==> src/rtl/regfile_loader.sv <==
`default_nettype none
// ============================================================================
// Module      : regfile_loader
// Description : Owns the register-file MAU port while the CPU is halted; bulk
//               clears or stream-loads all registers, then releases the CPU.
// Revision    : 1.0
// ============================================================================
module regfile_loader #(
    parameter int NUM_REGS = 32,
    parameter int IDX_W    = 5
) (
    input  logic             clk,
    input  logic             reset_n,
    input  logic             cmd_clear,
    input  logic             cmd_load,
    input  logic             cmd_run,
    input  logic             halt,
    input  logic [31:0]      in_data,
    input  logic             in_valid,
    output logic             in_ready,
    output logic [31:0]      mau_address,
    output logic [31:0]      mau_data_write,
    output logic             mau_wren,
    output logic             mau_clk_en,
    output logic             alive,
    output logic             busy,
    output logic [IDX_W:0]   load_count
);

    typedef enum logic [2:0] {
        S_IDLE  = 3'd0,
        S_CLEAR = 3'd1,
        S_LOAD  = 3'd2,
        S_FLUSH = 3'd3,
        S_RUN   = 3'd4
    } state_t;

    localparam logic [IDX_W-1:0] c_last_idx = IDX_W'(NUM_REGS - 1);
    localparam logic [IDX_W:0]   c_num_regs = (IDX_W + 1)'(NUM_REGS);

    state_t             r_state, w_state_nxt;
    logic [IDX_W-1:0]   r_idx, w_idx_nxt;
    logic [IDX_W:0]     r_load_count, w_load_count_nxt;
    logic               r_wren, w_wren_nxt;
    logic [31:0]        r_addr, w_addr_nxt;
    logic [31:0]        r_data, w_data_nxt;
    logic               r_alive, w_alive_nxt;

    logic               w_xfer;
    logic               w_idx_last;
    logic [IDX_W-1:0]   w_idx_inc;
    logic [31:0]        w_idx_addr;

    assign w_xfer     = (r_state == S_LOAD) && in_valid;
    assign w_idx_last = (r_idx == c_last_idx);
    assign w_idx_inc  = w_idx_last ? r_idx : r_idx + IDX_W'(1);
    assign w_idx_addr = {{(30 - IDX_W){1'b0}}, r_idx, 2'b00};

    always_ff @(posedge clk or negedge reset_n) begin
        if (!reset_n) begin
            r_state      <= S_IDLE;
            r_idx        <= '0;
            r_load_count <= '0;
            r_wren       <= 1'b0;
            r_addr       <= '0;
            r_data       <= '0;
            r_alive      <= 1'b0;
        end else begin
            r_state      <= w_state_nxt;
            r_idx        <= w_idx_nxt;
            r_load_count <= w_load_count_nxt;
            r_wren       <= w_wren_nxt;
            r_addr       <= w_addr_nxt;
            r_data       <= w_data_nxt;
            r_alive      <= w_alive_nxt;
        end
    end

    // Bus outputs are registered: the write for the current idx lands next cycle.
    always_comb begin
        w_state_nxt      = r_state;
        w_idx_nxt        = r_idx;
        w_load_count_nxt = r_load_count;
        w_wren_nxt       = 1'b0;
        w_addr_nxt       = '0;
        w_data_nxt       = '0;
        w_alive_nxt      = 1'b0;
        case (r_state)
            S_IDLE: begin
                if (cmd_clear) begin
                    w_state_nxt = S_CLEAR;
                    w_idx_nxt   = '0;
                end else if (cmd_load) begin
                    w_state_nxt      = S_LOAD;
                    w_idx_nxt        = '0;
                    w_load_count_nxt = '0;
                end else if (cmd_run) begin
                    w_state_nxt = S_RUN;
                end
            end
            S_CLEAR: begin
                w_wren_nxt = 1'b1;
                w_addr_nxt = w_idx_addr;
                if (w_idx_last) begin
                    w_state_nxt = S_IDLE;
                end else begin
                    w_idx_nxt = w_idx_inc;
                end
            end
            S_LOAD: begin
                if (w_xfer) begin
                    w_wren_nxt = 1'b1;
                    w_addr_nxt = w_idx_addr;
                    w_data_nxt = in_data;
                    if (r_load_count != c_num_regs) begin
                        w_load_count_nxt = r_load_count + (IDX_W + 1)'(1);
                    end
                    if (w_idx_last) begin
                        w_state_nxt = S_FLUSH;
                    end else begin
                        w_idx_nxt = w_idx_inc;
                    end
                end
            end
            S_FLUSH: begin
                w_state_nxt = S_RUN;
            end
            S_RUN: begin
                if (halt) begin
                    w_state_nxt = S_IDLE;
                end else begin
                    w_alive_nxt = 1'b1;
                end
            end
            default: begin
                w_state_nxt = S_IDLE;
            end
        endcase
    end

    assign in_ready       = (r_state == S_LOAD);
    assign busy           = (r_state == S_CLEAR) || (r_state == S_LOAD) || (r_state == S_FLUSH);
    assign mau_address    = r_addr;
    assign mau_data_write = r_data;
    assign mau_wren       = r_wren;
    assign mau_clk_en     = r_wren;
    assign alive          = r_alive;
    assign load_count     = r_load_count;

endmodule
`default_nettype wire

==> config.mk <==
export PLATFORM = sky130hd
export DESIGN_NAME = regfile_loader
export DESIGN_NICKNAME = d
export VERILOG_FILES = /design/src/rtl/regfile_loader.sv
export SDC_FILE = /design/constraint.sdc
export NUM_CORES = 1
export LEC_CHECK = 0
export ABC_AREA = 1
export CAP_MARGIN = 20
export CORE_UTILIZATION = 44
export DETAILED_ROUTE_END_ITERATION = 12
export PLACE_DENSITY = 0.9
export REMOVE_ABC_BUFFERS = 1
export SYNTH_ARGS = -nofsm -noshare
export SYNTH_HDL_FRONTEND = slang
export SYNTH_SLANG_ARGS = --single-unit
export TNS_END_PERCENT = 100
==> constraint.sdc <==
create_clock -name clk -period 3.8 [get_ports clk]
set_input_delay 0.76 -clock clk [delete_from_list [all_inputs] [get_ports clk]]
set_output_delay 0.76 -clock clk [all_outputs]
set_load 0.01 [all_outputs]
==> results of run 1 <==
per-stage QoR:
step	cells	cell area [um^2]
after floorplan	276	2310
after global placement	432	3250
after detailed placement	433	3270
after CTS	440	3360
after global routing	440	3360
final	440	3360
kinds of logic after synthesis:
group | Yosys count | share of synthesized area, %
adder cells (fa/ha/maj) | 4 | 2.04
buffers and inverters | 88 | 18.7
other | 1 | 0.153
AND/OR/NAND/NOR | 130 | 23.6
AO/OA/AOI/OAI | 2 | 0.407
flip-flops | 53 | 54.0
XOR/XNOR | 3 | 1.07
sequential cells by signal (all words and copies together) (netlist names):
register        count
load_count          6
r_state             3
r_idx               5
mau_clk_en          1
mau_data_write     32
alive               1
mau_address         5
final timing paths:
check | end | from | cells after the start
setup / recovery | in_ready | r_state[2] | 4
hold / removal | mau_data_write[30] | reset_n | 1
setup reg to reg | r_idx[0] | r_idx[0] | 10
hold reg to reg | r_idx[3] | r_idx[3] | 2
max in group asynchronous | r_idx[4] | reset_n | 2
min in group clk | r_idx[3] | r_idx[3] | 2
critical path: cells and delay by family, from the launching register on:
kind	cells	cell delay (ns)
buf+inv	2	0.62
flops	1	0.46
simple gates	2	0.28
metal layers:
metal | wire length, um | vias up
li1 | - | 938
met1 | 1880 | 856
met2 | 2410 | 95
met3 | 366 | 9
met4 | 81 | 0
met5 | 0 | -
cell type report:
cell class | instances | area share, %
inverters | 57 | 6.36
well taps | 70 | 2.61
clock buffers | 6 | 2.46
multi-input cells | 166 | 22.9
flip-flops and latches | 53 | 39.4
repair buffers | 87 | 26.1
clock inverters | 1 | 0.223
cell usage in the layout, fill, tap and decap left out, types with 2 or more instances in the layout:
master,netlist,layout
clkdlybuf4s50_1,0,85
dfrtp_1,53,53
inv_1,52,52
nand2_1,50,50
nor2_1,49,49
conb_1,1,27
nand3_1,13,13
clkbuf_8,0,6
inv_2,5,5
nand4_1,5,5
ha_1,4,4
nand2_4,3,3
xor2_1,3,3
nand3b_1,3,3
nor2_4,2,2
nand2_2,2,2
power groups by stage:
stage	Sequential, uW	Clock (uW)	Combinational (uW)
after floorplan	734	0	249
after global placement	706	0	509
after detailed placement	712	0	525
after CTS	700	321	528
after global routing	711	342	581
final	701	310	524
==> out/summary.txt, run 1 <==
Final WL: 4.73 mm
Seq. cell area: 1330 um^2
CTS resizes: 0
Asr flop ratio synth: 100%
Place WS: 1.56 ns
DR iter-0 viols: 44
Critical Path End Type: primary output
Post-detailed-route count of antenna-violating nets: 0
Total power: 1530 uW
Synthesis-to-finish area growth: 37.0%
Worst Setup Path Type: reg2out
Synth Instances: 281
Max-slew violation count: 0
Die Ht: 76.7 um
Switch Pwr: 516 uW
Critical-path top delay cell: clkdlybuf4s50_1
I/O Pins: 114
Max-slew headroom: 65.6%
Reg clk slew, reported paths: 0.09 ns
Global-route wire length before repair: 7.99 mm
Multi-input gate area: 768 um^2
Critical Path Fanout Max: 5
Dominant synthesized flop cell: dfrtp_1
Synth top area share: 54.0%
Routed vias: 1898
Vias in the first global route: 1841
Status: complete, no violations
Gr usage total: 17.1%
Final setup viols: 0
Fin util: 64.2%
Clock buffer depth: 2
GRT overflow: 0
Post-CTS setup buffer count: 0
Num CTS Buffers: 5
Synth Cell Area: 2450 um^2
Post-synth top cells: dfrtp_1, inv_1, nand2_1
# diodes: 0
Syn Area/Cell: 8.74 um^2
Hold WS: 0.418 ns
Clock Tree Root: clkbuf_8
GR peak layer: met2
Sequential cell area fraction in the yosys report: 54.0%
Min Tclk post-route: 2.43 ns
Post-CTS Hold Buffers: 0
Detailed placement HPWL: 3.68 mm
# fillers: 414
RSZ-0062 raised after global routing: false
Reg power frac: 45.7%
Setup TNS: 0 ns
Nets@finish: 413
CTS tree: built
Sw Ratio: 33.6%
Critical path startpoint category: register
Core area: 5240 um^2
H-tree Lvls: 2
Wire per inst: 10.8 um
Synthesis warning total: 0
Worst-Margin Slew: 0.515 ns
# DRC: 0
Max incr delay on CP: 0.53 ns
Hold crit path type: in2async
Clock net sink count: 53
Clk_skew: 0.00725 ns
Vias per cell: 4.31
Die area: 5880 um^2
DR pass1 iterations: 4
Netlist cell types: 21
Pin count of the biggest net entering global routing: 34
Crit-path cells: nor2_4, nand2_4, inv_2, clkdlybuf4s50_1
Met1 Usage GRT: 18.6%
#FFs+latches synth: 53
GPL Wtd Cong: 0.912
Die W: 76.7 um
Register-to-register setup slack: 2.24 ns
Critical Path RT: 3.04 ns
Clock Power Share: 20.2%
Peak Freq: 412 MHz
Port bufs: 86
Static Leak: 0.00183 uW
Max cap viols: 0
Power per standard cell area: 456 nW/um^2
Gate power share: 34.1%
Worst IR Drop VDD: 0.280 mV
Grt met3 use: 4.05%
Crit path DAT: 1.67 ns
Count leader, synth: dfrtp_1
Clk Latency, worst-skew pair: 0.30 ns
Final setup margin: 1.37 ns
Met2 Use GR: 32.1%
Synth area leader: dfrtp_1
Initial antenna violation count: 0
Largest cells by area after synthesis: dfrtp_1, buf_4, inv_1
Starting Density: 46.9%
Fraction of layout cells with a size suffix above 1: 6.22%
Fin. Hold Viols: 0
Cell-internal power: 1020 uW
Cell Rows: 26
Final Cycle Share: 63.9%
EDFF count, synth: 0
No activity file was read; power rests on OpenSTA's default activity.
==> run 2, diff against run 1 <==
Settings changed: CORE_UTILIZATION 44 to 41, PLACE_DENSITY 0.9 to 0.85.
Clock period 3.8 ns to 2.4 ns, I/O delays scaled along.
==> run 2 against run 1 <==
Compared with the run above: sequential power increased by 58%; wire length decreased by 2.3%; non-clock buffer count increased by 1; clock power increased by 59%; worst setup slack got worse by 1.1 ns; flip-flop and latch count unchanged; cell area increased by 0.30%; count of clock-buffer cells in the layout unchanged; final cell count increased by 0.68%; power increased by 59%; critical path type unchanged; critical endpoint unchanged.
==> out/summary.txt, run 2 (synthesized netlist as in run 1, its figures left out) <==
Post-CTS Hold Buffers: 0 (unchanged)
GPL Wtd Cong: 0.883 (was 0.912)
Critical Path RT: 1.92 ns (was 3.04 ns)
Worst Setup Path Type: reg2out (unchanged)
Clk Latency, worst-skew pair: 0.29 ns (was 0.30 ns)
# fillers: 481 (was 414)
Worst-Margin Slew: 0.650 ns (was 0.515 ns)
Vias per cell: 4.30 (was 4.31)
Worst r2r src: r_idx[0] (unchanged)
Setup TNS: 0 ns (unchanged)
Initial antenna violation count: 0 (unchanged)
Wire per inst: 10.4 um (was 10.8 um)
GRT overflow: 0 (unchanged)
RSZ-0062 raised after global routing: false (unchanged)
Fin. Hold Viols: 0 (unchanged)
Min Tclk post-route: 2.12 ns
Critical path startpoint category: register (unchanged)
Final WL: 4.63 mm (was 4.73 mm)
Global-route wire length before repair: 7.57 mm (was 7.99 mm)
Synthesis-to-finish area growth: 37.4% (was 37.0%)
Max incr delay on CP: 0.54 ns (was 0.53 ns)
Crit-path cells: nor2_4, nand2_4, inv_2, clkdlybuf4s50_1 (unchanged)
CTS tree: built (unchanged)
Power per standard cell area: 721 nW/um^2 (was 456 nW/um^2)
Num CTS Buffers: 5 (unchanged)
Final setup margin: 0.275 ns (was 1.37 ns)
Peak Freq: 471 MHz
Starting Density: 43.5% (was 46.9%)
Clk_skew: 0.00412 ns (was 0.00725 ns)
Max reg flops: 32 (unchanged)
H-tree Lvls: 2 (unchanged)
Fraction of layout cells with a size suffix above 1: 6.47% (was 6.22%)
Detailed placement HPWL: 3.61 mm (was 3.68 mm)
# DRC: 0 (unchanged)
Reg clk slew, reported paths: 0.09 ns (about the same)
Crit Reg-Reg Endpoint: r_idx[0] (unchanged)
Crit path DAT: 1.64 ns (was 1.67 ns)
Core area: 5640 um^2 (was 5240 um^2)
Reg2Reg Depth: 10 (unchanged)
Max-slew headroom: 56.7% (was 65.6%)
Critical Path End Type: primary output (unchanged)
Placed cells: 436 (was 433)
Routed vias: 1903 (was 1898)
Port bufs: 86 (unchanged)
CTS resizes: 0 (unchanged)
Final Cycle Share: 88.5%
Place WS: 0.555 ns (was 1.56 ns)
Gr usage total: 15.3% (was 17.1%)
Critical-path top delay cell: clkdlybuf4s50_1 (unchanged)
Cell Rows: 27 (was 26)
Post-CTS setup buffer count: 0 (unchanged)
Clock net sink count: 53 (unchanged)
Nets@finish: 414 (was 413)
DR pass1 iterations: 6 (was 4)
Die W: 79.4 um (was 76.7 um)
Die Ht: 79.4 um (was 76.7 um)
Final setup viols: 0 (unchanged)
Max-slew violation count: 0 (unchanged)
Clock Tree Root: clkbuf_8 (unchanged)
Static Leak: 0.00183 uW (about the same)
Pin count of the biggest net entering global routing: 30 (was 34)
Total power: 2430 uW (was 1530 uW)
Vias in the first global route: 1765 (was 1841)
Die area: 6300 um^2 (was 5880 um^2)
Finished Layout Cells: 443 (was 440)
Most common cell after layout, fill and taps aside: clkdlybuf4s50_1 (unchanged)
Post-detailed-route count of antenna-violating nets: 0 (unchanged)
Highest-count cells in the layout ignoring fill and taps: clkdlybuf4s50_1, dfrtp_1, inv_1 (unchanged)
DR iter-0 viols: 66 (was 44)
Worst IR Drop VDD: 0.360 mV (was 0.280 mV)
Status: complete, no violations (unchanged)
I/O Pins: 114 (unchanged)
Register-to-register setup slack: 0.81 ns (was 2.24 ns)
Hold crit path type: in2async (unchanged)
# diodes: 0 (unchanged)
Clock buffer depth: 2 (unchanged)
Max cap viols: 0 (unchanged)
Critical Path Fanout Max: 5 (unchanged)
==> run 2: cell count changes in the layout (fill, tap and decap cells not counted), sizes merged <==
cell,previous run,this run
buf,2,3
==> run 2: cell type report <==
| type | instances | area [um^2] | share of cell area [%] |
|---|---|---|---|
| repair buffers | 88 | 883 | 26.2 |
| clock buffers | 6 | 82.6 | 2.45 |
| well taps | 72 | 90.1 | 2.67 |
| multi-input cells | 166 | 768 | 22.8 |
| inverters | 57 | 214 | 6.35 |
| flip-flops and latches | 53 | 1330 | 39.3 |
| clock inverters | 1 | 7.51 | 0.223 |
==> run 2: stage by stage <==
step / cell area (um^2) / utilization [%] / hold slack, ns
5_1_grt: 3370 / 59.8 / 0.253
6_report: 3370 / 59.8 / 0.203
3_5_place_dp: 3280 / 58.2 / 0.499
3_3_place_gp: 3280 / 58.2 / 0.498
2_1_floorplan: 2310 / - / 0.184
4_1_cts: 3370 / 59.8 / 0.221
==> run 2: power by group <==
group	switching, uW	internal, uW	total [uW]	leakage [uW]
Sequential	101	1010	1110	0.000728
Clock	265	228	493	0.0000433
Combinational	449	381	829	0.00106
Total	814	1620	2430	0.00183
==> run 2: how the worst max path moves through the flow <==
stage                     startpoint  slack (ns)            endpoint
final                     r_state[2]        0.28            in_ready
after global routing      r_state[0]        0.18            in_ready
after CTS                 r_state[2]        0.27            in_ready
after detailed placement    in_valid        0.55  mau_data_write[20]
after global placement      in_valid        0.60   mau_data_write[1]
after floorplan             r_idx[0]        0.99            r_idx[0]
==> run 2: layer usage <==
metal  vias up  wire length, um  GRT usage [%]
li1        945                -              -
met1       865             1870           17.7
met2        90             2300           28.1
met3         3              439           4.34
met4         0               21           2.91
met5         -                0              0
==> run 2: critical path: cells and delay by family, from the launching register on <==
kind,cells,cell delay [ns]
buffers and inverters,2,0.62
DFF,1,0.45
and+or+nand+nor,2,0.28
==> run 3, diff against run 2 <==
Settings changed: RECOVER_POWER set to 100.
==> run 3 against run 2 <==
Compared with the run above: register-to-register slack got worse by 0.28 ns; largest power group unchanged; largest cell class unchanged; highest routed layer unchanged; sequential power about the same; first-iteration DRC count increased by 9.1%.
==> out/summary.txt, run 3 (synthesized netlist as in run 1, its figures left out) <==
Initial antenna violation count: 0 (unchanged)
Clock net sink count: 53 (unchanged)
Nets@finish: 414 (unchanged)
CP delay by family, top: buffers and inverters (unchanged)
Gr usage total: 15.3% (unchanged)
# diodes: 0 (unchanged)
GPL Wtd Cong: 0.883 (unchanged)
Final WL: 4.63 mm (about the same)
Max-slew headroom: 1.58% (was 56.7%)
Max incr delay on CP: 0.60 ns (was 0.54 ns)
Register-to-register setup slack: 0.53 ns (was 0.81 ns)
Post-detailed-route count of antenna-violating nets: 0 (unchanged)
Highest-count cells in the layout ignoring fill and taps: inv_1, nand2_1, dfrtp_1 (was clkdlybuf4s50_1, dfrtp_1, inv_1)
Starting Density: 43.5% (unchanged)
Core area: 5640 um^2 (unchanged)
Critical-path top delay cell: dlygate4sd3_1 (was clkdlybuf4s50_1)
Crit path DAT: 1.65 ns (was 1.64 ns)
Worst Setup Path Type: reg2out (unchanged)
Final setup viols: 0 (unchanged)
Max-slew violation count: 0 (unchanged)
Place WS: 0.555 ns (unchanged)
Clock Tree Root: clkbuf_8 (unchanged)
Most common cell after layout, fill and taps aside: inv_1 (was clkdlybuf4s50_1)
Worst path bufs/invs: 1 (was 2)
I/O Pins: 114 (unchanged)
Die Ht: 79.4 um (unchanged)
DR iter-0 viols: 72 (was 66)
Pin count of the biggest net entering global routing: 30 (unchanged)
Critical Path Fanout Max: 7 (was 5)
Post-CTS Hold Buffers: 0 (unchanged)
H-tree Lvls: 2 (unchanged)
Peak Freq: 470 MHz (was 471 MHz)
Wire per inst: 10.5 um (was 10.4 um)
# DRC: 0 (unchanged)
Port bufs: 86 (unchanged)
Final Cycle Share: 88.7% (was 88.5%)
CTS tree: built (unchanged)
Power per standard cell area: 707 nW/um^2 (was 721 nW/um^2)
Fraction of layout cells with a size suffix above 1: 4.04% (was 6.47%)
Area post-placement: 3280 um^2 (unchanged)
Critical Path End Type: primary output (unchanged)
Die area: 6300 um^2 (unchanged)
Cell Rows: 27 (unchanged)
Status: complete, no violations (unchanged)
Post-CTS setup buffer count: 0 (unchanged)
CTS resizes: 0 (unchanged)
Max reg flops: 32 (unchanged)
Synthesis-to-finish area growth: 35.3% (was 37.4%)
Crit-path cells: nor2_1, nor2_1, dlygate4sd3_1 (was nor2_4, nand2_4, inv_2, clkdlybuf4s50_1)
Setup TNS: 0 ns (unchanged)
Max cap viols: 0 (unchanged)
Vias per cell: 4.29 (was 4.30)
Clk_skew: 0.00389 ns (was 0.00412 ns)
GRT overflow: 0 (unchanged)
Static Leak: 0.00196 uW (was 0.00183 uW)
Detailed placement HPWL: 3.61 mm (unchanged)
Worst IR Drop VDD: 0.358 mV (was 0.360 mV)
Reg clk slew, reported paths: 0.09 ns (about the same)
Clk Latency, worst-skew pair: 0.29 ns (about the same)
Critical path startpoint category: register (unchanged)
Fin. Hold Viols: 0 (unchanged)
RSZ-0062 raised after global routing: false (unchanged)
# fillers: 492 (was 481)
Final setup margin: 0.272 ns (was 0.275 ns)
Clock buffer depth: 2 (unchanged)
Min Tclk post-route: 2.13 ns (was 2.12 ns)
Global-route wire length before repair: 7.57 mm (unchanged)
Routed vias: 1899 (was 1903)
Critical Path RT: 1.92 ns (about the same)
Num CTS Buffers: 5 (unchanged)
DR pass1 iterations: 6 (unchanged)
Hold crit path type: in2async (unchanged)
Multi-input gate area: 738 um^2 (was 768 um^2)
Vias in the first global route: 1765 (unchanged)
Worst-Margin Slew: 1.48 ns (was 0.650 ns)
Die W: 79.4 um (unchanged)
Critical Path Most Common Cell: nor2_1
Final instance area: 3320 um^2 (was 3370 um^2)
Seq. cell area: 1330 um^2 (unchanged)
==> run 3: changes by cell type in the layout (fill, tap and decap cells not counted), moves of 2 or more <==
cell             delta
inv_1               +2
inv_2               -2
dlygate4sd3_1      +49
clkdlybuf4s50_1    -49
nand2_1             +3
clkbuf_1            +2
nand2_4             -2
==> run 3: power breakdown <==
part	leakage (uW)	internal, uW	switching (uW)
combinational	0.00119	324	427
clock	0.0000433	228	265
sequential	0.000728	1010	95.9
==> run 3: cell type report <==
cell class	count	share of cell area, %
clock inverter	1	0.226
tap	72	2.71
timing repair buffer	88	26.0
multi-input combinational	166	22.2
clock buffer	6	2.49
sequential	53	39.9
inverter	57	6.44
==> run 3: worst paths after layout <==
path	startpoint	to	cells after the start
max in group asynchronous	reset_n	mau_data_write[25]	2
worst min register to register	r_idx[4]	r_idx[4]	2
worst max-delay path	r_state[1]	busy	3
worst max register to register	r_state[0]	mau_data_write[2]	6
worst min-delay path	reset_n	alive	1
min in group clk	r_idx[4]	r_idx[4]	2
==> run 3: routing by layer <==
layer | wire [um] | GRT usage, %
met4 | 21 | 2.91
met5 | 0 | 0
met1 | 1870 | 17.7
met3 | 433 | 4.34
met2 | 2310 | 28.1
==> run 3: stage by stage <==
step                cells  util, %  power [uW]  hold WS, ns
CTS                   443     59.8        2470        0.221
global route          443     58.9        2520        0.562
floorplan             276        -        1560        0.184
finish                443     58.9        2350        0.525
detailed placement    436     58.2        1970        0.499
global placement      436     58.2        1940        0.498
==> edit 1: new RTL, flow settings as in run 2 <==
The 5 states of `state_t` get a one-hot encoding in 5 bits.
--- a/src/rtl/regfile_loader.sv
+++ b/src/rtl/regfile_loader.sv
@@ -29,8 +29,8 @@
 
-    typedef enum logic [2:0] {
-        S_IDLE  = 3'd0,
-        S_CLEAR = 3'd1,
-        S_LOAD  = 3'd2,
-        S_FLUSH = 3'd3,
-        S_RUN   = 3'd4
+    typedef enum logic [4:0] {
+        S_IDLE  = 5'b00001,
+        S_CLEAR = 5'b00010,
+        S_LOAD  = 5'b00100,
+        S_FLUSH = 5'b01000,
+        S_RUN   = 5'b10000
     } state_t;
Behaviour: same outputs for any inputs over 10 cycles, from zero or initial values and one cycle with reset_n low; not proved beyond that.
==> edit 1 against run 2 <==
- total power down 1.1%
- synthesized cell count increased by 6.0%
- critical path depth did not move
- count of clock-buffer cells in the layout grew 1
- utilization down 1.0 points
- largest power group unchanged
- wire length is 15% higher
- worst setup slack lost 160 ps
- sequential share of layout area shrank 0.17 points
- hold slack worse by 44 ps
- combinational power decreased by 3.7%
- non-clock buffer count is the same
- critical path type unchanged
- design area grew 4.4%
- largest cell class unchanged
- area after synthesis increased by 5.5%
- sequential cell count rose by 2
==> edit 1: results (changes against run 2) <==
metric;value;unit;change
status;completed;;
pin count of the biggest net entering global routing;35;;+17%
leak pwr;1.84;nW;+0.29%
Non-Filler Instances;463;;+4.5%
Clock Power Share;21.8;%;+1.5 points
Max Clock Skew;5.65;ps;+1.53 ps
Hold Path Class;primary input to asynchronous set/reset pin;;
Seq/Total Area, Yosys;53.2;%;-0.84 points
fin crit period;2280;ps;+159 ps
flop2flop setup slack;740;ps;-70 ps
first-pass iteration count of the detailed router;4;;-2
hold_ws;160;ps;-43.7 ps
GPL Wtd Cong;0.878;;-0.54%
vias per cell;4.46;;+3.7%
nets@finish;430;;+3.9%
GRT met3 Usage;7.89;%;+3.5 points
first-pass GRT wire length;8.69;mm;+15%
pwr/cell area;683;nW/um^2;-5.3%
Placed Area;3420;um^2;+4.2%
wire length on met2;2.52;mm;+9.6%
GR Util met2;27.9;%;-0.19 points
slew margin rel.;63.3;%;+6.6 points
met1 wire length;2.10;mm;+13%
Post-Synthesis Cells;298;;+6.0%
share of layout cells above drive strength 1;7.99;%;+1.5 points
met1 Track Usage GR;20.3;%;+2.5 points
Net Sw Frac;35.6;%;+2.1 points
Cell variety after synth;27;;+29%
starting DRC count in detailed routing;122;;+85%
vias in the first global route;1971;;+12%
fill count;487;;+1.2%
maximum VDD drop;0.000444;V;+23%
pre-CTS setup slack;396;ps;-159 ps
peak fanout along the critical path;17;;+12
HPWL after DPL;3.90;mm;+8.1%
total track usage;17.5;%;+2.1 points
WL per Instance;11.5;um;+10%
met3 wire length;602;um;+37%
-- edit 1: kinds of logic after synthesis --
kind of cell	count (synthesis)	share of synthesized area, %
adder cells (fa/ha/maj)	4	1.93
flip-flops	55	53.2
XOR/XNOR	3	1.01
buffers and inverters	85	17.1
AND/OR/NAND/NOR	136	23.7
AO/OA/AOI/OAI	14	2.90
other	1	0.145
-- edit 1: area by class of cell --
type	instances	area [um^2]	area share, %
well taps	75	93.8	2.67
multi-input cells	184	871	24.7
repair buffers	88	883	25.1
clock inverters	1	8.76	0.249
inverters	53	199	5.65
clock buffers	7	86.3	2.45
flip-flops and latches	55	1380	39.2
-- edit 1: path summary, 6_finish.rpt --
check | to | cells past startpoint | from
setup / recovery | busy | 4 | r_state[3]
hold / removal | mau_data_write[2] | 1 | reset_n
setup reg to reg | r_idx[3] | 10 | r_idx[0]
hold reg to reg | r_idx[4] | 2 | r_idx[4]
max in group asynchronous | r_state[0] | 2 | reset_n
min in group clk | r_idx[4] | 2 | r_idx[4]
==> edit 2: new RTL, settings of run 2 <==
Without the edit above. Set the parameter `IDX_W` to 4 (it was 5).
--- a/src/rtl/regfile_loader.sv
+++ b/src/rtl/regfile_loader.sv
@@ -9,3 +9,3 @@
     parameter int NUM_REGS = 32,
-    parameter int IDX_W    = 5
+    parameter int IDX_W    = 4
 ) (
Ports: changed (resized load_count); port bits go from 114 to 113. The function was not compared with the original's and may differ.
==> edit 2 against run 2 <==
- maximum frequency shrank 1.2%
- area after synthesis shrank 6.4%
- sequential cell count shrank 3
- total power grew 1.7%
- design area shrank 4.9%
- combinational power shrank 2%
- worst setup slack lost 26 ps
- hold slack lost 29 ps
- wire length shrank 6.6%
- critical endpoint unchanged
- highest routed layer unchanged
==> edit 2: results (changes against run 2) <==
metric;value;unit;change
first-pass GRT wire length;7.31;mm;-3.4%
Placed Area;3090;um^2;-5.8%
fraction of area in multi-input gates;21.9;%;-0.89 points
Commonest cells post-synth;dfrtp_1 (50), inv_1 (49), nor2_1 (46), buf_4 (29), nand2_1 (27);;
sequential cell area;1250;um^2;-5.7%
Seq/Total Area, Yosys;54.5;%;+0.44 points
fill count;432;;-10%
#MultiIn Comb;148;;-11%
Clock-cell share;3.63;%;+0.96 points
leak pwr;1.72;nW;-6.4%
Placed Cells incl. Taps;404;;-7.3%
GRT met3 Usage;3.93;%;-0.41 points
top post-synthesis cells by area;dfrtp_1 (54%), buf_4 (9.5%), inv_1 (8.0%), nor2_1 (7.5%), nand2_1 (4.4%);;
first-pass iteration count of the detailed router;4;;-2
wire length on met2;2.14;mm;-6.7%
Inverters;51;;-11%
flop2flop setup slack;1000;ps;+190 ps
status;completed;;
met1 Track Usage GR;18.0;%;+0.26 points
NonClk Buf Share;26.7;%;+0.49 points
HPWL after DPL;3.28;mm;-9.1%
starting DRC count in detailed routing;54;;-18%
peak fanout along the critical path;7;;+2
DRT Wirelength;4.32;mm;-6.6%
GPL Wtd Cong;0.887;;+0.56%
reg2reg end;mau_address[5];;
GR Util met2;27.8;%;-0.34 points
Post-Synthesis Cells;254;;-9.6%
vias in the first global route;1683;;-4.6%
nets@finish;383;;-7.5%
via count;1768;;-7.1%
crit path DAT;1670;ps;+30 ps
share of layout cells above drive strength 1;7.31;%;+0.84 points
met1 wire length;1.73;mm;-7.4%
hold_ws;174;ps;-28.8 ps
Cell variety after synth;24;;+14%
FF-to-FF Start;r_state[0];;
pin count of the biggest net entering global routing;34;;+13%
Non-clk bufs;85;;-3.4%
FF-to-FF path depth;7;;-3
setup slack after layout;250;ps;-25.6 ps
footprint of the multi-input gates;702;um^2;-8.6%
-- edit 2: cell count changes after synthesis, sizes merged --
cell / before / now
nand2: 55 / 34
xor2: 3 / 2
ha: 4 / 3
or2: 1 / 0
buf: 31 / 32
dfrtp: 53 / 50
nand3b: 3 / 1
xnor2: 0 / 2
nand3: 14 / 19
nand4: 5 / 3
inv: 57 / 51
a21oi: 1 / 3
-- edit 2: power breakdown --
part           total (mW)  leakage (nW)  internal (mW)  switching (mW)
sequential           1.06         0.687          0.960           0.104
combinational       0.813         0.970          0.384           0.429
clock               0.597        0.0591          0.318           0.280
-- edit 2: logic make-up (layout without fill, tap and decap cells) --
| family | Yosys count | in the layout | synth area share (%) |
|---|---|---|---|
| AOI/OAI and AO/OA | 4 | 4 | 0.871 |
| and+or+nand+nor | 109 | 109 | 22.0 |
| DFF | 50 | 50 | 54.5 |
| xor gates and xnor gates | 4 | 4 | 1.53 |
| buffers and inverters | 83 | 144 | 19.4 |
| other | 1 | 28 | 0.163 |
| adders and majority gates | 3 | 3 | 1.63 |
